$ cat src/rtl/rename_unit.sv
// Register-rename stage between decode and dispatch.
// Renames RENAME_WIDTH instructions per cycle through a speculative RAT and a
// circular free list, bypasses dependencies inside the group, returns old
// mappings to the free list at retire and rolls the speculative RAT back to
// the committed RAT on flush. Outputs are registered (one-cycle latency).
module rename_unit #(
  parameter int  RENAME_WIDTH = 2,
  parameter int  RETIRE_WIDTH = 2,
  parameter int  NUM_AREGS    = 32,
  parameter int  NUM_PREGS    = 64,
  localparam int PW           = $clog2(NUM_PREGS),
  localparam int FL_DEPTH     = NUM_PREGS - NUM_AREGS,
  localparam int FCW          = $clog2(FL_DEPTH + 1),
  localparam int AW           = 5
) (
  input  logic                         clk,
  input  logic                         rst,
  input  logic                         in_valid,
  output logic                         in_ready,
  input  logic [RENAME_WIDTH*AW-1:0]   in_rs1,
  input  logic [RENAME_WIDTH*AW-1:0]   in_rs2,
  input  logic [RENAME_WIDTH*AW-1:0]   in_rd,
  output logic                         out_valid,
  input  logic                         out_ready,
  output logic [RENAME_WIDTH*PW-1:0]   out_ps1,
  output logic [RENAME_WIDTH*PW-1:0]   out_ps2,
  output logic [RENAME_WIDTH*PW-1:0]   out_pd,
  output logic [RENAME_WIDTH*PW-1:0]   out_old_pd,
  input  logic [RETIRE_WIDTH-1:0]      ret_valid,
  input  logic [RETIRE_WIDTH*AW-1:0]   ret_rd,
  input  logic [RETIRE_WIDTH*PW-1:0]   ret_pd,
  input  logic [RETIRE_WIDTH*PW-1:0]   ret_old_pd,
  input  logic                         flush,
  output logic [FCW-1:0]               free_count
);

  localparam int PTRW = (FL_DEPTH > 1) ? $clog2(FL_DEPTH) : 1;

  // Mapping tables and the free-list ring.
  logic [PW-1:0]   spec_rat [NUM_AREGS];
  logic [PW-1:0]   cmt_rat  [NUM_AREGS];
  logic [PW-1:0]   fl_mem   [FL_DEPTH];

  // head: next free entry to allocate. tail/commit_head advance together on
  // retire, so [commit_head, tail) always covers the whole ring; entries
  // [commit_head, head) are speculative allocations, [head, tail) are free.
  logic [PTRW-1:0] head;
  logic [PTRW-1:0] tail;
  logic [PTRW-1:0] commit_head;

  // Combinational rename results for the group on the inputs.
  logic [FCW-1:0]  alloc_cnt;
  logic [PW-1:0]   ps1_c [RENAME_WIDTH];
  logic [PW-1:0]   ps2_c [RENAME_WIDTH];
  logic [PW-1:0]   pd_c  [RENAME_WIDTH];
  logic [PW-1:0]   old_c [RENAME_WIDTH];

  // Compressed retire slots (ret_rd==0 slots take no ring entry).
  logic [FCW-1:0]  ret_cnt;
  logic            ret_do  [RETIRE_WIDTH];
  logic [PTRW-1:0] ret_idx [RETIRE_WIDTH];

  logic            fire;

  // Ring pointer advance modulo FL_DEPTH (depth need not be a power of two).
  function automatic logic [PTRW-1:0] wrap_add(input logic [PTRW-1:0] ptr,
                                               input logic [FCW-1:0]  inc);
    int sum;
    sum = int'(ptr) + int'(inc);
    if (sum >= FL_DEPTH) sum = sum - FL_DEPTH;
    return PTRW'(sum);
  endfunction

  // Rename lookup: RAT read, allocation from the ring, intra-group bypass.
  always_comb begin
    alloc_cnt = '0;
    for (int k = 0; k < RENAME_WIDTH; k++) begin
      ps1_c[k] = '0;
      ps2_c[k] = '0;
      pd_c[k]  = '0;
      old_c[k] = '0;
    end
    for (int k = 0; k < RENAME_WIDTH; k++) begin
      if (in_rs1[k*AW +: AW] != '0) ps1_c[k] = spec_rat[in_rs1[k*AW +: AW]];
      if (in_rs2[k*AW +: AW] != '0) ps2_c[k] = spec_rat[in_rs2[k*AW +: AW]];
      if (in_rd[k*AW +: AW]  != '0) old_c[k] = spec_rat[in_rd[k*AW +: AW]];
      // Ascending j: the youngest older writer is applied last and wins.
      for (int j = 0; j < k; j++) begin
        if (in_rd[j*AW +: AW] != '0) begin
          if (in_rd[j*AW +: AW] == in_rs1[k*AW +: AW]) ps1_c[k] = pd_c[j];
          if (in_rd[j*AW +: AW] == in_rs2[k*AW +: AW]) ps2_c[k] = pd_c[j];
          if (in_rd[j*AW +: AW] == in_rd[k*AW +: AW])  old_c[k] = pd_c[j];
        end
      end
      if (in_rd[k*AW +: AW] != '0) begin
        pd_c[k] = fl_mem[wrap_add(head, alloc_cnt)];
        // NOTE: alloc_cnt is a running rank inside this combinational loop,
        // so it is updated with a blocking assignment and read back later in
        // the same pass; state elements below use non-blocking only.
        alloc_cnt = alloc_cnt + FCW'(1);
      end
    end
  end

  // Retire compaction: ring slot for each retiring instruction with a dest.
  always_comb begin
    ret_cnt = '0;
    for (int r = 0; r < RETIRE_WIDTH; r++) begin
      ret_do[r]  = ret_valid[r] && (ret_rd[r*AW +: AW] != '0);
      ret_idx[r] = wrap_add(tail, ret_cnt);
      if (ret_do[r]) ret_cnt = ret_cnt + FCW'(1);
    end
  end

  // All-or-nothing acceptance: every dest in the group must get a register.
  assign in_ready = !flush && (!out_valid || out_ready) && (free_count >= alloc_cnt);
  assign fire     = in_valid && in_ready;

  // Speculative and committed RAT updates; flush restores post-retire state.
  always_ff @(posedge clk) begin
    if (rst) begin
      for (int i = 0; i < NUM_AREGS; i++) begin
        spec_rat[i] <= PW'(i);
        cmt_rat[i]  <= PW'(i);
      end
    end else begin
      // NOTE: several non-blocking writes to the same RAT entry in one block
      // resolve to the last one scheduled, which gives slot-order priority
      // (youngest wins) for both WAW renames and same-rd retires.
      for (int r = 0; r < RETIRE_WIDTH; r++)
        if (ret_do[r]) cmt_rat[ret_rd[r*AW +: AW]] <= ret_pd[r*PW +: PW];
      if (flush) begin
        for (int i = 0; i < NUM_AREGS; i++) spec_rat[i] <= cmt_rat[i];
        for (int r = 0; r < RETIRE_WIDTH; r++)
          if (ret_do[r]) spec_rat[ret_rd[r*AW +: AW]] <= ret_pd[r*PW +: PW];
      end else if (fire) begin
        for (int k = 0; k < RENAME_WIDTH; k++)
          if (in_rd[k*AW +: AW] != '0) spec_rat[in_rd[k*AW +: AW]] <= pd_c[k];
      end
    end
  end

  // Free-list ring: retired old mappings are pushed at tail.
  always_ff @(posedge clk) begin
    if (rst) begin
      // NOTE: the ring contents are architectural (they define which pregs
      // are free after reset), so this memory is reset explicitly.
      for (int i = 0; i < FL_DEPTH; i++) fl_mem[i] <= PW'(NUM_AREGS + i);
    end else begin
      for (int r = 0; r < RETIRE_WIDTH; r++)
        if (ret_do[r]) fl_mem[ret_idx[r]] <= ret_old_pd[r*PW +: PW];
    end
  end

  // Ring pointers and free count; registers freed this cycle count next cycle.
  always_ff @(posedge clk) begin
    if (rst) begin
      head        <= '0;
      tail        <= '0;
      commit_head <= '0;
      free_count  <= FCW'(FL_DEPTH);
    end else begin
      tail        <= wrap_add(tail, ret_cnt);
      commit_head <= wrap_add(commit_head, ret_cnt);
      if (flush) begin
        head       <= wrap_add(commit_head, ret_cnt);
        free_count <= FCW'(FL_DEPTH);
      end else if (fire) begin
        head       <= wrap_add(head, alloc_cnt);
        free_count <= free_count + ret_cnt - alloc_cnt;
      end else begin
        free_count <= free_count + ret_cnt;
      end
    end
  end

  // Registered output group; held stable while dispatch back-pressures.
  always_ff @(posedge clk) begin
    if (rst) begin
      out_valid  <= 1'b0;
      out_ps1    <= '0;
      out_ps2    <= '0;
      out_pd     <= '0;
      out_old_pd <= '0;
    end else if (flush) begin
      out_valid <= 1'b0;
    end else if (fire) begin
      out_valid <= 1'b1;
      for (int k = 0; k < RENAME_WIDTH; k++) begin
        out_ps1[k*PW +: PW]    <= ps1_c[k];
        out_ps2[k*PW +: PW]    <= ps2_c[k];
        out_pd[k*PW +: PW]     <= pd_c[k];
        out_old_pd[k*PW +: PW] <= old_c[k];
      end
    end else if (out_ready) begin
      out_valid <= 1'b0;
    end
  end

endmodule

$ cat config.mk
export PLATFORM = sky130hd
export DESIGN_NAME = rename_unit
export DESIGN_NICKNAME = d
export VERILOG_FILES = /design/src/rtl/rename_unit.sv
export SDC_FILE = /design/constraint.sdc
export NUM_CORES = 2
export LEC_CHECK = 0
export CAP_MARGIN = 20
export CORE_AREA = 5 5 433 435
export DETAILED_ROUTE_END_ITERATION = 8
export DIE_AREA = 0 0 438 440
export GPL_TIMING_DRIVEN = 0
export MAX_ROUTING_LAYER = met4
export PLACE_DENSITY = 0.49
export SKIP_CTS_REPAIR_TIMING = 1
export SYNTH_ARGS = -nofsm -noshare
export SYNTH_HDL_FRONTEND = slang
export SYNTH_SLANG_ARGS = --single-unit
$ cat constraint.sdc
create_clock -name clk -period 4.59 [get_ports clk]
set_clock_uncertainty 0.05 [all_clocks]
set_input_delay 0.6885 -clock clk [delete_from_list [all_inputs] [get_ports clk]]
set_output_delay 0.6885 -clock clk [all_outputs]
set_load 0.02 [all_outputs]
# Word level (Yosys, flattened, before mapping)
# Memories as Yosys holds them, arrays and structs flattened.
# Index checks and enable logic that the tools add are counted.
[op_classes] addsub=16 n_lt_le_gt_ge=8 eq_ne=3 mux=109 bitwise=33 n_reduce_logical=26
[op_table] op="6-bit 2-to-1 mux" count=55
[op_table] op="5-bit 2-to-1 mux" count=17
[op_table] op="5-bit nonzero test" count=8
[op_table] op="1-bit 2-to-1 mux" count=37
[op_table] op="6-bit OR reduction" count=6
[op_table] op="5-bit by 1-bit subtractor with 5-bit output, second input constant" count=7
[op_table] op="1-bit OR" count=32
[op_table] op="5-bit by 6-bit adder with 7-bit output" count=3
[op_table] op="7-bit by 6-bit greater-or-equal comparator with 1-bit output, second input constant" count=3
[op_table] op="5-bit == test" count=3
[op_table] op="5-bit by 1-bit adder with 6-bit output" count=2
[op_table] op="6-bit by 1-bit adder with 6-bit output, second input constant" count=2
[op_table] op="5-bit by 6-bit greater-or-equal comparator with 1-bit output, second input constant" count=2
[op_table] op="6-bit greater-or-equal comparator, second input constant" count=2
[op_table] op="6-bit adder" count=1
[op_table] op="6-bit greater-or-equal comparator" count=1
[op_table] op="6-bit subtractor" count=1
[op_table] op="1-bit logical AND" count=5
[op_table] op="2-bit nonzero test" count=2
[op_table] op="1-bit zero test" count=2
[op_table] op="2-bit AND reduction" count=1
[op_table] op="2-bit OR reduction" count=1
[op_table] op="1-bit logical OR" count=1
[op_table] op="1-bit NOT" count=1
[totals] regBits=70 ram_bits=576 input_bits=71 output_inout_bits=56 elab_cells=207 memories=3
[memory_table] memory="cmt_rat" depth=32 width=6 read_ports=32 rd_clocked_by_memory_dff=0 write_ports=32 line="41" rtl="logic [PW-1:0] cmt_rat [NUM_AREGS];"
[memory_table] memory="fl_mem" depth=32 width=6 read_ports=2 rd_clocked_by_memory_dff=0 write_ports=32 line="42" rtl="logic [PW-1:0] fl_mem [FL_DEPTH];"
[memory_table] memory="spec_rat" depth=32 width=6 read_ports=6 rd_clocked_by_memory_dff=0 write_ports=34 line="40" rtl="logic [PW-1:0] spec_rat [NUM_AREGS];"

# Longest topological paths before layout
[logic_depth] depth_word=13 depth_mapped=16 depth_no_buf=13

# Worst setup path before layout
# Ideal clock, no wire load.
[synth_timing] path_type="input port to flip-flop" from="in in_rd[2]" to="mem spec_rat[26][2] (netlist bit) (data pin)" setup_ns=0.276 arrival_ns=4.234 t_required_ns=4.264 path_slack_ns=0.030 path_stages=14 n_path_buf=4 path_cell_list="buf_2 or3_1 nor3_1 inv_1 ha_1 ha_1 clkbuf_1 clkbuf_1 mux4_2 mux2i_1 a32oi_1 a22oi_1 clkbuf_1 a22oi_1"
[synth_rtl] element="start, declared" line="22" rtl="input logic [RENAME_WIDTH*AW-1:0] in_rd,"
[synth_rtl] element="end, declared" line="40"

==> reports/results.ini <==
[run_status]
status = complete, but fails checks
violations = setup timing

[floorplan]
coreArea_um2 = 183000
start_util_pct = 24.9
rows = 157
die_w_um = 438
die_h_um = 440
die_area_um2 = 193000
io_pins = 127

[sta]
fmax_mhz = 212
final_hold_viol_count = 0
tightest_slew_ns = 1.20
fin_ws_ns = -0.130
hold_ws_ns = 0.398
layout_min_cycle_time_ns = 4.72
setup_viol = 86
slew_headroom_pct = 18.0
fin_setup_tns_ns = -3.88
post-route-period-util_pct = 103
report.final.slew_viol_count = 0
grt_setup_unrepaired = yes

[critical_path]
cp-start-kind = input pin
worstPathMaxFanout = 10
arrival_ns = 5.08
crit_type = in -> reg
endpoint_kind = flop
critPathRequiredTime_ns = 4.95

[min_path]
hold_class = reg -> reg

[synth]
yosysMostFrequentCell = edfxtp_1
yosysWarnings = 0
synth-seq-area-share_pct = 41.1
yosys-top-cells-count = edfxtp_1 (576), mux4_2 (345), nor2_1 (326)
syn_area_per_cell_um2 = 11.3
synth_top_area_share_pct = 38.0
synth_area_um2 = 45500
synth_area_leaders = edfxtp_1 (38%), mux4_2 (17%), mux2i_1 (5.8%), a22oi_1 (3.9%), dfxtp_1 (3.1%)
async_flop_share_pct = 0
synth_edf_count = 576
synth_cell_types = 99
netlist_instances = 4030
synth.largest_area_cell = edfxtp_1
yosys_register_bits = 646
synth_ff_type = edfxtp_1

[pwr]
power_mw = 17.6
power.leakage_nw = 17.1
p_per_area_nw_per_um2 = 332
irDropWorstVdd_uv = 313

[layout]
area_growth_pct = 16.8
nNetsFinal = 4365
drive_gt1_share_pct = 19.7

[clocking]
clk_pin_slew_ns = 0.06
h-tree-depth = 3
worstSkewPairLatency_ns = 0.70
cts_tree = done
root_buffer = clkbuf_16
cts.sinks = 646
cts_buffers = 74
ctsLongestPathBuffers = 3

[drt]
route.met3.wl_um = 31500
routedLengthMet1_um = 103000
viasPerCell = 6.40
wl_per_cell_um = 39.7
wl_met2_um = 112000
drc_errors = 0
wirelength_um = 267000
ant_nets = 0
first_pass_iters = 7
num_vias = 43100
highest_layer = met4
drtIter0Drc = 8329

[placed_design]
io_buffer_count = 96
hpwl_um = 213000
routabilityCongestion = 1.09

[job]
cap_violations = 0

[global_routing]
grt_overflow = 0
gr-usage-all-layers_pct = 27.4
grt_max_degree = 16
grt_antenna_before_repair = 24
grt_pass1_wl_um = 353000
grt_pass1_vias = 39500

-- cell families (layout without fill, tap and decap cells) --
group | after synthesis | in the layout | share of synthesized area (%)
muxes | 616 | 616 | 23.1
DFF | 646 | 646 | 41.1
other | 1 | 21 | 0.00824
adders and majority gates | 23 | 23 | 0.715
xor gates and xnor gates | 32 | 32 | 0.616
buffers and inverters | 422 | 713 | 4.00
AOI/OAI and AO/OA | 1187 | 1187 | 18.9
and+or+nand+nor | 1103 | 1103 | 11.5
-- worst max-delay path: stages --
cell	delay [ns]
dlymetal6s2s_1	0.25
or3_4	0.42
nor3_2	0.13
buf_6	0.19
clkinvlp_4	0.19
ha_4	0.23
ha_2	0.45
clkbuf_4	0.35
clkbuf_4	0.32
mux4_2	0.24
nand2_1	0.06
a311oi_1	0.31
buf_2	0.26
a22oi_2	0.18
buf_6	0.27
a22oi_1	0.51
-- worst paths after layout --
path	from	to	slack [ns]	depth (start not counted)
worst max-delay path	in_rd[4]	spec_rat[2][2]	-0.13	16
worst min-delay path	out_old_pd[5]	out_old_pd[5]	0.40	2
worst max register to register	head[0]	out_ps2[7]	0.03	7
worst min register to register	out_old_pd[5]	out_old_pd[5]	0.40	2
-- cell usage in the layout, fill, tap and decap left out, types with 18 or more instances in the layout --
cell type,n
a211oi_1,26
a21o_1,23
a21oi_1,139
a221oi_1,77
a22o_1,45
a22oi_1,217
a22oi_2,18
a31oi_1,84
a32oi_1,29
and2_1,20
buf_1,21
buf_2,99
buf_4,49
clkbuf_1,220
clkbuf_16,77
clkbuf_4,25
clkdlybuf4s50_1,89
dfxtp_1,70
edfxtp_1,576
inv_1,42
mux2i_1,264
mux4_2,345
nand2_1,285
nand2b_1,47
nand3_1,101
nor2_1,320
nor2b_1,30
nor3_1,96
o211ai_1,39
o21ai_0,82
o21ai_1,26
o21ai_2,26
o22a_1,38
o22ai_1,142
o2bb2ai_1,23
o31ai_1,18
or2_2,36
or3_1,57
xnor2_1,23
-- per-layer routing --
layer | global-route usage [%] | vias up
li1 | - | 16900
met1 | 35.4 | 21500
met2 | 39.2 | 3808
met3 | 6.33 | 845
met4 | 16.2 | 0
met5 | - | -
-- power by group --
group	leakage, nW	internal, mW	total [mW]	switching (mW)
clock network	1.16	3.45	6.09	2.64
registers	5.98	6.77	7.37	0.592
logic	10.0	1.44	4.19	2.75
total	17.1	11.7	17.6	5.98
-- state kept, by name (all words and copies together) (netlist names) --
| signal | count |
|---|---|
| cmt_rat | 192 |
| out_pd | 12 |
| head | 5 |
| commit_head | 5 |
| fl_mem | 192 |
| out_ps2 | 12 |
| out_old_pd | 12 |
| spec_rat | 192 |
| tail | 5 |
| out_valid | 1 |
| out_ps1 | 12 |
| free_count | 6 |
-- through the flow --
| step | instances | setup WS, ns | area, um^2 | utilization (%) |
|---|---|---|---|---|
| after floorplan | 4035 | 0.0298 | 45500 | - |
| after global placement | 6516 | -5.03 | 49400 | 27.1 |
| after detailed placement | 6544 | -3.25 | 49800 | 27.3 |
| after CTS | 6675 | -2.55 | 52200 | 28.6 |
| after global routing | 6721 | -0.0317 | 53100 | 29.1 |
| final | 6726 | -0.130 | 53100 | 29.1 |
-- final cells by class --
class	count	area, um^2
diodes	15	37.5
plain buffers	374	1810
clock buffers	90	1950
clock inverters	41	454
fillers	19000	130000
inverters	48	184
multi-input cells	2967	25500
flip-flops and latches	646	18700
well taps	2385	2980
repair buffers	160	1500
Note: power is estimated with default switching activity, not from simulation.
